`config.mk`:
```
export PLATFORM = sky130hd
export DESIGN_NAME = jk_bank_arbiter
export DESIGN_NICKNAME = d
export VERILOG_FILES = /design/src/rtl/jk_bank_arbiter.sv
export SDC_FILE = /design/constraint.sdc
export NUM_CORES = 1
export LEC_CHECK = 0
export CAP_MARGIN = 20
export CORE_MARGIN = 2
export CORE_UTILIZATION = 45
export DETAILED_ROUTE_END_ITERATION = 7
export GPL_TIMING_DRIVEN = 0
export PLACE_DENSITY = 0.82
export SYNTH_ARGS = -nofsm -noshare
export SYNTH_HDL_FRONTEND = slang
export SYNTH_SLANG_ARGS = --single-unit
```
`constraint.sdc`:
```
create_clock -name clk -period 4.1 [get_ports clk]
set_input_delay 1.23 -clock clk [delete_from_list [all_inputs] [get_ports clk]]
set_output_delay 1.23 -clock clk [all_outputs]
set_load 0.05 [all_outputs]
```
`src/rtl/jk_bank_arbiter.sv`:
```
// jk_bank_arbiter: round-robin arbiter sharing one bank of JK flip-flops
// between NREQ requesters. At most one command is applied per cycle; grants
// are registered and one-hot.
module jk_bank_arbiter #(
    parameter int               NREQ   = 4,
    parameter int               WIDTH  = 8,
    parameter logic [WIDTH-1:0] Q_INIT = '0
) (
    input  logic                    clk,
    input  logic                    rst_n,
    input  logic [NREQ-1:0]         req,
    input  logic [NREQ*WIDTH-1:0]   j,
    input  logic [NREQ*WIDTH-1:0]   k,
    output logic [NREQ-1:0]         gnt,
    output logic [WIDTH-1:0]        q,
    output logic                    busy,
    output logic [$clog2(NREQ)-1:0] last_id,
    output logic                    abort,
    output logic [15:0]             apply_cnt
);

    localparam int IDW = $clog2(NREQ);

    localparam logic [0:0] S_IDLE  = 1'b0;
    localparam logic [0:0] S_GRANT = 1'b1;

    logic [0:0]       state_q, state_d;
    logic [NREQ-1:0]  gnt_q, gnt_d;
    logic [IDW-1:0]   ptr_q, ptr_d;
    logic [WIDTH-1:0] q_q, q_d;
    logic [IDW-1:0]   last_id_q, last_id_d;
    logic             abort_q, abort_d;
    logic [15:0]      apply_cnt_q, apply_cnt_d;

    logic [WIDTH-1:0] j_lane [NREQ];
    logic [WIDTH-1:0] k_lane [NREQ];
    logic [IDW-1:0]   g_idx;
    logic [NREQ-1:0]  pick;

    // Split the flat J/K buses into per-lane vectors.
    for (genvar gi = 0; gi < NREQ; gi++) begin : g_lane
        assign j_lane[gi] = j[gi*WIDTH +: WIDTH];
        assign k_lane[gi] = k[gi*WIDTH +: WIDTH];
    end

    // First set bit of r, searching from base+1 and wrapping; one-hot result.
    function automatic logic [NREQ-1:0] rr_pick(input logic [NREQ-1:0] r,
                                                input logic [IDW-1:0]  base);
        logic [NREQ-1:0] oh;
        logic            found;
        logic [IDW-1:0]  idx;
        oh    = '0;
        found = 1'b0;
        for (int n = 1; n <= NREQ; n++) begin
            idx = IDW'((int'(base) + n) % NREQ);
            if (!found && r[idx]) begin
                oh[idx] = 1'b1;
                found   = 1'b1;
            end
        end
        return oh;
    endfunction

    // Encode the registered one-hot grant into a lane index.
    always_comb begin
        g_idx = '0;
        for (int i = 0; i < NREQ; i++) begin
            if (gnt_q[i]) g_idx = IDW'(i);
        end
    end

    // FSM next-state, arbitration and JK bank update.
    always_comb begin
        state_d     = state_q;
        gnt_d       = '0;
        ptr_d       = ptr_q;
        q_d         = q_q;
        last_id_d   = last_id_q;
        abort_d     = 1'b0;
        apply_cnt_d = apply_cnt_q;
        pick        = '0;
        case (state_q)
            S_IDLE: begin
                if (|req) begin
                    gnt_d   = rr_pick(req, ptr_q);
                    state_d = S_GRANT;
                end
            end
            S_GRANT: begin
                ptr_d = g_idx;
                if (req[g_idx]) begin
                    q_d         = (j_lane[g_idx] & ~q_q) | (~k_lane[g_idx] & q_q);
                    last_id_d   = g_idx;
                    apply_cnt_d = (apply_cnt_q == 16'hFFFF) ? apply_cnt_q
                                                            : apply_cnt_q + 16'd1;
                end else begin
                    abort_d = 1'b1;
                end
                // The lane just served is masked so it cannot be granted twice in a row.
                pick    = rr_pick(req & ~gnt_q, g_idx);
                gnt_d   = pick;
                state_d = (|pick) ? S_GRANT : S_IDLE;
            end
            default: begin
                state_d = S_IDLE;
            end
        endcase
    end

    // State registers with asynchronous active-low reset.
    always_ff @(posedge clk or negedge rst_n) begin
        if (!rst_n) begin
            state_q     <= S_IDLE;
            gnt_q       <= '0;
            ptr_q       <= IDW'(NREQ - 1);
            q_q         <= Q_INIT;
            last_id_q   <= '0;
            abort_q     <= 1'b0;
            apply_cnt_q <= '0;
        end else begin
            state_q     <= state_d;
            gnt_q       <= gnt_d;
            ptr_q       <= ptr_d;
            q_q         <= q_d;
            last_id_q   <= last_id_d;
            abort_q     <= abort_d;
            apply_cnt_q <= apply_cnt_d;
        end
    end

    assign gnt       = gnt_q;
    assign q         = q_q;
    assign busy      = (state_q == S_GRANT);
    assign last_id   = last_id_q;
    assign abort     = abort_q;
    assign apply_cnt = apply_cnt_q;

endmodule

```
== Yosys cells after proc, flatten, opt, wreduce, memory -nomap -nowiden ==
Index checks and enable logic that the tools add are counted.

* Bits in registers: 34
* Input bits: 70
* Logic and storage cells: 158
* Output and inout bits: 32

* Bitwise logic cells: 16
* Muxes and demuxes: 83
* Reduce and logical (&&, ||, !) cells: 24
* Add/sub/neg operators: 9
* Equal/unequal tests: 1
* Magnitude comparators: 18

{| class="wikitable"
|+ Operator list
! cell !! count
|-
| 4-bit two-way mux || 19
|-
| 1-bit two-way mux || 37
|-
| 8-bit binary-select mux with 2-bit select || 2
|-
| 8-bit two-way mux || 4
|-
| 2-bit by 3-bit less-than comparator with 1-bit output (second input constant) || 9
|-
| 4-bit OR || 6
|-
| 1-bit binary-select mux with 2-bit select || 9
|-
| 16-bit by 1-bit adder with 16-bit output (second input constant) || 1
|-
| 8-bit bitwise AND || 2
|-
| 1-bit demux with 2-bit select || 8
|-
| 16-bit == test (second input constant) || 1
|-
| 2-bit by 1-bit greater-or-equal comparator with 1-bit output (second input constant) || 8
|-
| 8-bit inverter || 2
|-
| 1-bit logical AND || 14
|-
| 2-bit by 1-bit adder with 2-bit output (second input constant) || 4
|-
| 2-bit adder (second input constant) || 4
|-
| 8-bit OR || 1
|-
| 4-bit one-hot mux with 2 select lines || 1
|-
| 4-bit OR reduction || 2
|-
| 1-bit logical NOT || 6
|-
| 4-bit bitwise AND || 1
|-
| 2-bit two-way mux || 2
|-
| 4-bit inverter || 1
|-
| 3-bit greater-or-equal comparator (second input constant) || 1
|-
| other kinds (5) || 6
|}

== Longest topological paths before layout ==
Gate-level depths: netlist (run 1).

* Word-level depth: 23
* Gate-level depth with buffers: 13
* Gate-level depth less buffers: 11

== Worst setup path before layout (run 1) ==
Ideal clock, no wire load.

* Kind: register -> register
* From: register gnt_q[3], in the netlist gnt[3]
* To: register state_q, in the netlist busy
* Setup time: 0.133 ns
* Setup slack: 0.863 ns
* Buffers on the path: 3
* Data arrival time: 3.104 ns
* Clock period less this slack: 3.237 ns
* Stages on the path, launching flop included: 11
* Required time: 3.967 ns
* Cell sequence: dfrtp_1 -> buf_4 -> clkbuf_1 -> clkbuf_1 -> nor2_1 -> ha_1 -> o21ai_1 -> o22ai_1 -> mux2_2 -> o41ai_2 -> nand2_1

* Longest elaborated chain between the ends: 21
* Elaborated cells between the ends (all ways): 61
* Those cells by class: 4 x add/sub; 8 x order compare; 33 x mux; 5 x bitwise; 11 x reduce/logical

{| class="wikitable"
|+ RTL lines
! element !! line !! text
|-
| start: declaration || 28 || <nowiki>logic [NREQ-1:0] gnt_q, gnt_d;</nowiki>
|-
| start signal: assignment || 122 || <nowiki>gnt_q <= gnt_d;</nowiki>
|-
| branches (longest 16 deep; another with 2-bit by 3-bit less-than comparator with 1-bit output) || -- ||
|-
| 4-bit two-way mux (*) || 56 || <nowiki>if (!found && r[idx]) begin</nowiki>
|-
| 4-bit two-way mux (*) || 82 || <nowiki>case (state_q)</nowiki>
|-
| 4-bit OR reduction (*) || 102 || <nowiki>state_d = (|pick) ? S_GRANT : S_IDLE;</nowiki>
|-
| 1-bit two-way mux (*) || 102 ||
|-
| 1-bit one-hot mux with 2 select lines (*) || 82 ||
|-
| net state_d || 27 || <nowiki>logic [0:0] state_q, state_d;</nowiki>
|-
| end signal: assignment || 121 || <nowiki>state_q <= state_d;</nowiki>
|-
| end: declaration || 27 ||
|}

Mark *: on every way through the listed nets, which the timed path passes. The select of a mux whose other input is x is not followed.
A chain may end at the register's enable or synchronous reset.

== Worst setup path after layout (run 1) ==
Same ends and word-level chain as after synthesis.

==> results of run 1 <==
layout make-up:
type | instances | share of cell area (%)
Multi-Input combinational cell | 238 | 43.7
Clock inverter | 2 | 0.327
Buffer | 21 | 2.71
Inverter | 7 | 0.686
Tap cell | 72 | 2.35
Clock buffer | 6 | 2.16
Sequential cell | 34 | 22.3
Timing Repair Buffer | 99 | 25.8
worst reg2reg max path: stages, from the launching register on:
cell and delay (ps):
dfrtp_1 460, buf_4 230, clkbuf_1 370, clkbuf_1 390
nor2_1 200, ha_1 340, o21ai_1 70, o22ai_1 440
mux2_2 420, o41ai_2 280, nand2_1 80
path summary, 6_finish.rpt:
check                                      start                  endpoint  slack [ps]
worst min register to register  q[2]$_DFFE_PN0P_          q[2]$_DFFE_PN0P_         490
worst max register to register  gnt[3]$_DFF_PN0_            busy$_DFF_PN0_         690
worst min-delay path            q[2]$_DFFE_PN0P_          q[2]$_DFFE_PN0P_         490
max in group asynchronous                  rst_n           abort$_DFF_PN0_        2650
worst max-delay path            gnt[3]$_DFF_PN0_            busy$_DFF_PN0_         690
min in group asynchronous                  rst_n  apply_cnt[1]$_DFFE_PN0P_         990
registers in the layout, summed over array words and instances (netlist names):
| name | flops |
|---|---|
| gnt | 4 |
| apply_cnt | 16 |
| q | 8 |
| busy | 1 |
| ptr_q | 2 |
| abort | 1 |
| last_id | 2 |
logic make-up (layout without fill, tap and decap cells):
group                    count (synthesis)  count (layout)  synth area share, %
AO/OA/AOI/OAI                           92              92                 24.0
adder cells (fa/ha/maj)                 13              13                 6.12
multiplexers                            16              16                 7.91
XOR/XNOR                                15              15                 4.95
buffers and inverters                   28             135                 4.90
flip-flops                              34              34                 32.1
AND/OR/NAND/NOR                        102             102                 20.0
layer usage:
metal | GRT usage [%] | routed length [um] | up-vias
li1 | - | - | 1302
met1 | 32.2 | 3570 | 1314
met2 | 40.6 | 3610 | 84
met3 | 3.56 | 402 | 15
met4 | 8.81 | 187 | 0
met5 | 0 | 0 | -
synthesized netlist by cell type, types with 8 or more instances:
| cell type | instances |
|---|---|
| clkbuf_1 | 12 |
| nor2_1 | 38 |
| a21oi_1 | 25 |
| o21ai_0 | 14 |
| xnor2_1 | 13 |
| dfrtp_1 | 32 |
| mux2i_1 | 9 |
| nand2_1 | 17 |
| o31ai_1 | 8 |
| ha_1 | 13 |
| a221oi_1 | 12 |
| nand2b_1 | 9 |
stage by stage:
| stage | hold WS, ps | instance area [um2] | power, mW | instances | util, % |
|---|---|---|---|---|---|
| 6_report | 488 | 3830 | 2.79 | 479 | 68.3 |
| 5_1_grt | 511 | 3830 | 2.96 | 479 | 68.3 |
| 4_1_cts | 483 | 3830 | 2.77 | 479 | 68.3 |
| 3_5_place_dp | 473 | 3730 | 2.50 | 471 | 66.6 |
| 3_3_place_gp | 465 | 3740 | 2.46 | 471 | 66.6 |
| 2_1_floorplan | 523 | 2660 | 1.94 | 300 | - |
power breakdown:
group	switching (mW)	internal, mW
clock network	0.130	0.135
logic	1.19	0.750
registers	0.121	0.463
==> results_dict.tcl, run 1 <==
set metrics [dict create \
    synth_top_cell_by_area "dfrtp_1" \
    synth.area.top_cells "dfrtp_1, ha_1, nor2_1, a21oi_1, xnor2_1" \
    crit_required_ps 4270 \
    die_w_um 80.8 \
    layout_setup_ws_ps 693 \
    hold_viol_final 0 \
    crit_cells 10 \
    overflow 0 \
    synth_nets 383 \
    hpwl_mm 5.95 \
    dr.first_iter.drc_count 125 \
    die_h_um 80.8 \
    cpMaxStageDelayCell "dfrtp_1" \
    grt.total_usage_pct 24.3 \
    r2r_cells 10 \
    grt_max_degree 35 \
    h-tree-depth 2 \
    cts.clk_slew.worst_paths_ps 80 \
    gp_congestion 0.879 \
    antenna_found_initial 0 \
    multiInputGateArea_um2 1670 \
    ir_drop_mv 0.577 \
    status "completed" \
    synth_seq_cells 34 \
    tritoncts "done" \
    drive_above_1_share_pct 8.35 \
    hold_class "reg -> reg" \
    synth_top_area_share_pct 30.1 \
    dp_slack_ps 714 \
    crit_buf_inv 3 \
    post-route-min-period_ps 3410 \
    clock_skew_ps 7.31 \
    power_density_nw_per_um2 728 \
    ys_types 54 \
    wire_per_inst_um 16.2 \
    yosysSeqAreaShare_pct 32.1 \
    worstPathCellList "buf_4 > clkbuf_1 > clkbuf_1 > nor2_1 > ha_1 > o21ai_1 > o22ai_1 > mux2_2 > o41ai_2 > nand2_1" \
    hold_path_depth 1 \
    maxSlewViolCount 0 \
    cp_common_cell "clkbuf_1" \
    cts_setup_buffers 0 \
    start_util_pct 47.4 \
    core.rowCount 27 \
    first_global_vias 2645 \
    root_buffer "clkbuf_8" \
    firstDrtPassIters 4 \
    relSlewSlack_pct 51.8 \
    vias 2715 \
    drt_wl_total_mm 7.77 \
    crit_arrival_ps 3580 \
    drv_cap 0 \
    cts.hold.buffers_added 0 \
    drc 0 \
    seqCellArea_um2 853 \
    design.die.area_um2 6530 \
    nets 489 \
    boundaryPins 102 \
    synth_edf_count 0 \
    synth_area_um2 2660 \
    start_kind "register" \
    worst_skew_pair.late_latency_ps 300 \
    core_um2 5610 \
    layout_commonest_cell "clkdlybuf4s50_1" \
    path_max_fanout 10 \
    cts.sinks 34 \
    slowest_delay_ps 460 \
    antenna_cells 0 \
    syn_to_final_growth_pct 44.1 \
    tightestPinTransition_ps 723 \
    avgSynthCellArea_um2 8.85 \
    cts_buffers 5 \
    ys.warnings.count 0 \
    critPathKind "reg -> reg" \
    setup_tns_ps 0 \
    leakage_nw 1.53 \
    clock.fmax_mhz 293 \
    cts_resized 0 \
    cp_top_family "buffers and inverters" \
    synth_flop_cell "dfrtp_1" \
    viasPerCell 5.67 \
    ys_async_sr_fraction_pct 100 \
    rsz0062_at_grt "false" \
    post-route-period-util_pct 83.1 \
    setup_viol 0 \
    grt_pass1_wl_mm 12.4 \
    clockBufferDepth 2 \
    antenna_left 0 \
    end_kind "register" \
    portBuffers 99 \
    netlist_instances 300 \
    final_cell_mix "clkdlybuf4s50_1, nor2_1, dfrtp_1, a21oi_1, nand2_1" \
    fill_cells 500 \
]
Power figures use the tool's default switching activity.
==> inputs of run 2 (changes only) <==
Clock period 4.1 ns to 3.2 ns, I/O delays scaled along.
==> run 2 against run 1 <==
Against the previous run: first-iteration DRC count grew 27%; die area unchanged; sequential share of layout area fell by 0.12 points; sequential power rose by 27%; worst setup slack lost 520 ps; via count is essentially flat; cell count unchanged; core utilization increased by 0.47 points; critical path type unchanged; critical endpoint unchanged.
==> results_dict.tcl, run 2 (synthesis gave the netlist of run 1 again) <==
set metrics [dict create \
    gp_congestion 0.893 \
    cts_buffers 5 \
    antenna_found_initial 0 \
    worst_skew_pair.late_latency_ps 280 \
    drive_above_1_share_pct 9.34 \
    viasPerCell 5.67 \
    syn_to_final_growth_pct 45.1 \
    grt_max_degree 35 \
    layout_commonest_cell "clkdlybuf4s50_1" \
    vias 2717 \
    status "completed" \
    boundaryPins 102 \
    cts.clk_slew.worst_paths_ps 70 \
    critPathKind "reg -> reg" \
    dr.first_iter.drc_count 159 \
    finalPower_mw 3.58 \
    p_sw_share_pct 50.2 \
    core_um2 5610 \
    worstPathCellList "buf_4 > clkbuf_1 > clkbuf_2 > nor2_2 > ha_1 > o21ai_1 > o22ai_2 > mux2_2 > o41ai_2 > nand2_1" \
    grt_pass1_wl_mm 12.0 \
    post-route-period-util_pct 94.6 \
    overflow 0 \
    instances_no_fill 479 \
    setup_tns_ps 0 \
    post-route-min-period_ps 3030 \
    grt.total_usage_pct 23.4 \
    path_max_fanout 10 \
    crit_arrival_ps 3180 \
    ir_drop_mv 0.866 \
    end_kind "register" \
    maxSlewViolCount 0 \
    antenna_cells 0 \
    design.die.area_um2 6530 \
    hold_class "reg -> reg" \
    cts.sinks 34 \
    start_util_pct 47.4 \
    largest_reg_flops 16 \
    power_switching_mw 1.80 \
    antenna_left 0 \
    firstDrtPassIters 4 \
    relSlewSlack_pct 49.6 \
    crit_buf_inv 3 \
    tritoncts "done" \
    place_inst 471 \
    drt_wl_total_mm 7.45 \
    portBuffers 99 \
    setup_viol 0 \
    leakage_nw 1.55 \
    h-tree-depth 2 \
    power_density_nw_per_um2 930 \
    drv_cap 0 \
    cpMaxStageDelayCell "dfrtp_2" \
    final_cell_mix "clkdlybuf4s50_1, nor2_1, dfrtp_1, a21oi_1, nand2_1" \
    core.rowCount 27 \
    hold_viol_final 0 \
    p_comb_share_pct 69.0 \
    crit_required_ps 3350 \
    tightestPinTransition_ps 757 \
    clock_skew_ps 2.18 \
    clock.fmax_mhz 330 \
    start_kind "register" \
    hpwl_mm 5.82 \
    cp_top_family "buffers and inverters" \
    slowest_delay_ps 420 \
    clockBufferDepth 2 \
    clkPwrFrac_pct 10.3 \
    wire_per_inst_um 15.5 \
    drc 0 \
    first_global_vias 2616 \
    internal_power_mw 1.78 \
    root_buffer "clkbuf_8" \
    seq_power_share_pct 20.7 \
    nets 489 \
    die_h_um 80.8 \
    die_w_um 80.8 \
    seqCellArea_um2 855 \
    fill_cells 481 \
    multiInputGateArea_um2 1680 \
    rsz0062_at_grt "false" \
]
run 2: cell types whose count changed in the layout (fill, tap and decap cells not counted):
cell and delta:
o22ai_2 +1, clkinvlp_4 -1, o22ai_1 -1, clkbuf_8 +2, clkinv_2 -1, nor2_1 -1
clkbuf_2 +1, dfrtp_2 +1, dfrtp_1 -1, nor2_2 +1, clkbuf_1 -1
run 2: worst paths after layout:
path / slack, ps / cells past startpoint / startpoint / end
worst max-delay path: 170 / 10 / gnt[3]$_DFF_PN0_ / busy$_DFF_PN0_
min in group asynchronous: 740 / 1 / rst_n / apply_cnt[0]$_DFFE_PN0P_
max in group asynchronous: 1920 / 1 / rst_n / gnt[3]$_DFF_PN0_
worst min register to register: 480 / 1 / q[0]$_DFFE_PN0P_ / q[0]$_DFFE_PN0P_
worst max register to register: 170 / 10 / gnt[3]$_DFF_PN0_ / busy$_DFF_PN0_
worst min-delay path: 480 / 1 / q[0]$_DFFE_PN0P_ / q[0]$_DFFE_PN0P_
run 2: through the flow:
| step | utilization [%] | setup WS (ps) | hold WS (ps) | instance area, um2 |
|---|---|---|---|---|
| global placement | 66.7 | -73.9 | 466 | 3740 |
| CTS | 68.7 | 135 | 479 | 3850 |
| finish | 68.7 | 172 | 479 | 3850 |
| global route | 68.7 | 3.97 | 501 | 3850 |
| floorplan | - | 148 | 523 | 2660 |
| detailed placement | 66.6 | -120 | 470 | 3730 |
run 2: power groups by stage:
stage / Sequential [mW] / Combinational [mW] / Clock (mW)
floorplan: 1.17 / 1.32 / 0
global placement: 0.741 / 2.40 / 0
detailed placement: 0.745 / 2.44 / 0
CTS: 0.741 / 2.47 / 0.374
global route: 0.768 / 2.68 / 0.396
finish: 0.742 / 2.47 / 0.368
run 2: routing by layer:
metal / part of all wire (%) / GRT usage, % / vias to the layer above / wire (um)
li1: - / - / 1308 / -
met1: 45 / 29.9 / 1311 / 3360
met2: 47 / 39.9 / 86 / 3530
met3: 5.6 / 4.44 / 12 / 416
met4: 1.9 / 7.46 / 0 / 145
met5: 0 / 0 / - / 0
run 2: cell type report:
type / instances / share of cell area (%)
multi-input combinational: 238 / 43.6
timing repair buffer: 99 / 25.6
sequential: 34 / 22.2
clock buffer: 8 / 2.86
buffer: 21 / 2.73
tap: 72 / 2.34
inverter: 7 / 0.682
run 2: timing repair:
item / CTS / global route
pin swaps: 0 / 0
setup buffers: 0 / 0
endpoints found under the hold margin: 0 / 0
resized for setup: 2 / 1
hold buffers: 0 / 0
endpoints found under the setup margin: 1 / 1
==> inputs of run 3 (changes only) <==
Settings changed: ABC_AREA set to 1, PLACE_DENSITY 0.82 to 0.81.
==> run 3 against run 2 <==
Against the previous run: fmax increased by 16%; clock-buffer cell count decreased by 2; flip-flop and latch count unchanged; core utilization decreased by 1.7 points; final area increased by 3.5%; largest power group unchanged.
==> results_dict.tcl, run 3 <==
set metrics [dict create \
    finalPower_mw 3.82 \
    hold_class "reg -> reg" \
    yosysSeqAreaShare_pct 30.6 \
    ir_drop_mv 0.597 \
    hold_path_depth 2 \
    wire_per_inst_um 15.3 \
    avgSynthCellArea_um2 7.15 \
    worst_skew_pair.late_latency_ps 300 \
    vias 3130 \
    firstDrtPassIters 5 \
    grt_max_degree 35 \
    portBuffers 101 \
    internal_power_mw 1.67 \
    synth_top_cell_by_area "dfrtp_1" \
    clockBufferDepth 2 \
    first_global_vias 2995 \
    clkPwrFrac_pct 9.2 \
    cp_top_family "buffers and inverters" \
    place_inst 566 \
    synth_nets 473 \
    netlist_instances 390 \
    synth.area.top_cells "dfrtp_1, nand2_1, ha_1, o21ai_0, inv_1" \
    design.die.area_um2 6850 \
    clock_skew_ps 4.64 \
    synth_common_cells "nand2_1, inv_1, nor2_1, dfrtp_1, o21ai_0" \
    critPathKind "reg -> out" \
    status "completed" \
    tightestPinTransition_ps 751 \
    leakage_nw 1.77 \
    drc 0 \
    antenna_left 0 \
    grt.total_usage_pct 27.2 \
    relSlewSlack_pct 49.9 \
    antenna_found_initial 0 \
    ys_async_sr_fraction_pct 100 \
    r2r_cells 16 \
    crit_cells 1 \
    core.rowCount 28 \
    synth.most_common_cell "nand2_1" \
    dr.first_iter.drc_count 325 \
    core_um2 5960 \
    die_h_um 82.7 \
    tritoncts "done" \
    cts.hold.buffers_added 0 \
    synth_seq_cells 34 \
    end_kind "output port" \
    antenna_cells 0 \
    synth_edf_count 0 \
    crit_arrival_ps 1650 \
    setup_viol 0 \
    post-route-period-util_pct 81.6 \
    boundaryPins 102 \
    rsz0062_at_grt "false" \
    place_area_um2 3890 \
    final_area_um2 3990 \
    syn_to_final_growth_pct 43.0 \
    instances_no_fill 574 \
    start_util_pct 46.8 \
    viasPerCell 5.45 \
    drive_above_1_share_pct 10.0 \
    cpMaxStageDelayCell "clkdlybuf4s50_1" \
    cts_resized 0 \
    clock.fmax_mhz 383 \
    hold_viol_final 0 \
    ys.warnings.count 0 \
    p_comb_share_pct 71.2 \
    final_cell_mix "clkdlybuf4s50_1, nand2_1, inv_1, nor2_1, dfrtp_1" \
    power_switching_mw 2.16 \
    cts.clk_slew.worst_paths_ps 70 \
    root_buffer "clkbuf_8" \
    layout_commonest_cell "clkdlybuf4s50_1" \
    setup_tns_ps 0 \
    path_max_fanout 6 \
    crit_buf_inv 1 \
    layout_setup_ws_ps 590 \
    overflow 0 \
    drv_cap 0 \
    gp_congestion 0.911 \
    p_sw_share_pct 56.4 \
    cts.sinks 34 \
    worstPathCellList "clkdlybuf4s50_1" \
    cts_buffers 5 \
    seq_power_share_pct 19.6 \
    slowest_delay_ps 860 \
    maxSlewViolCount 0 \
    synth_area_um2 2790 \
    hpwl_mm 6.73 \
    largest_reg_flops 16 \
    grt_pass1_wl_mm 14.2 \
    fill_cells 543 \
    synth_top_area_share_pct 28.7 \
    nets 581 \
    die_w_um 82.7 \
    ys_types 40 \
    post-route-min-period_ps 2610 \
    synth_flop_cell "dfrtp_1" \
    cts_setup_buffers 0 \
    dp_slack_ps 342 \
    drt_wl_total_mm 8.79 \
    crit_required_ps 2240 \
    power_density_nw_per_um2 959 \
    start_kind "register" \
    h-tree-depth 2 \
]
run 3: cell types whose count changed in the layout (fill, tap and decap cells not counted), moves of 8 or more:
cell and change:
nor3_1 +11, nand2b_1 -9, a221oi_1 -11, nand3_1 +19
clkbuf_1 -9, nand2_1 +74, xor2_1 +9, o31ai_1 -8
a21oi_1 -16, inv_1 +34, nand2_2 +10, o21ai_0 +17
xnor2_1 -10
run 3: worst paths after layout:
path | to | slack, ps | startpoint
max in group asynchronous | apply_cnt[8]$_DFFE_PN0P_ | 2000 | rst_n
min | last_id[1]$_DFFE_PN0P_ | 490 | last_id[1]$_DFFE_PN0P_
max reg2reg | busy$_DFF_PN0_ | 660 | gnt[3]$_DFF_PN0_
max | gnt[1] | 590 | gnt[1]$_DFF_PN0_
min in group asynchronous | apply_cnt[1]$_DFFE_PN0P_ | 720 | rst_n
min reg2reg | last_id[1]$_DFFE_PN0P_ | 490 | last_id[1]$_DFFE_PN0P_
run 3: power by group through the flow:
stage	registers (mW)	clock network, mW	logic (mW)
floorplan	1.20	0	1.44
global placement	0.748	0	2.62
detailed placement	0.754	0	2.69
CTS	0.749	0.358	2.69
global route	0.776	0.381	2.96
finish	0.751	0.353	2.72
run 3: routing by layer:
metal  vias to the layer above  part of all wire (%)  track usage, %
met1                      1478                    43            35.3
met2                       123                    48            46.4
met4                         0                   1.3            6.72
met5                         -                     0               0
li1                       1513                     -               -
met3                        16                   7.4            5.43
run 3: logic make-up (layout without fill, tap and decap cells):
family	count (synthesis)	in the layout	share of synthesized area [%]
AOI/OAI and AO/OA	71	71	16.0
xor gates and xnor gates	15	15	4.98
adders and majority gates	13	13	5.83
buffers and inverters	56	165	8.39
DFF	34	34	30.6
muxes	2	2	0.718
and+or+nand+nor	199	199	33.5
run 3: cell type report:
class	count	area [um2]	share of cell area (%)
Clock buffer	6	82.6	2.07
Tap cell	75	93.8	2.35
Multi-Input combinational cell	300	1700	42.7
Inverter	47	176	4.42
Sequential cell	34	853	21.4
Clock inverter	2	16.3	0.408
Buffer	9	57.6	1.44
Timing Repair Buffer	101	1010	25.2
run 3: per-stage QoR:
step	hold WS, ps	util [%]
global placement	471	65.4
finish	489	67.0
CTS	496	67.0
detailed placement	477	65.3
global route	539	67.0
floorplan	527	-
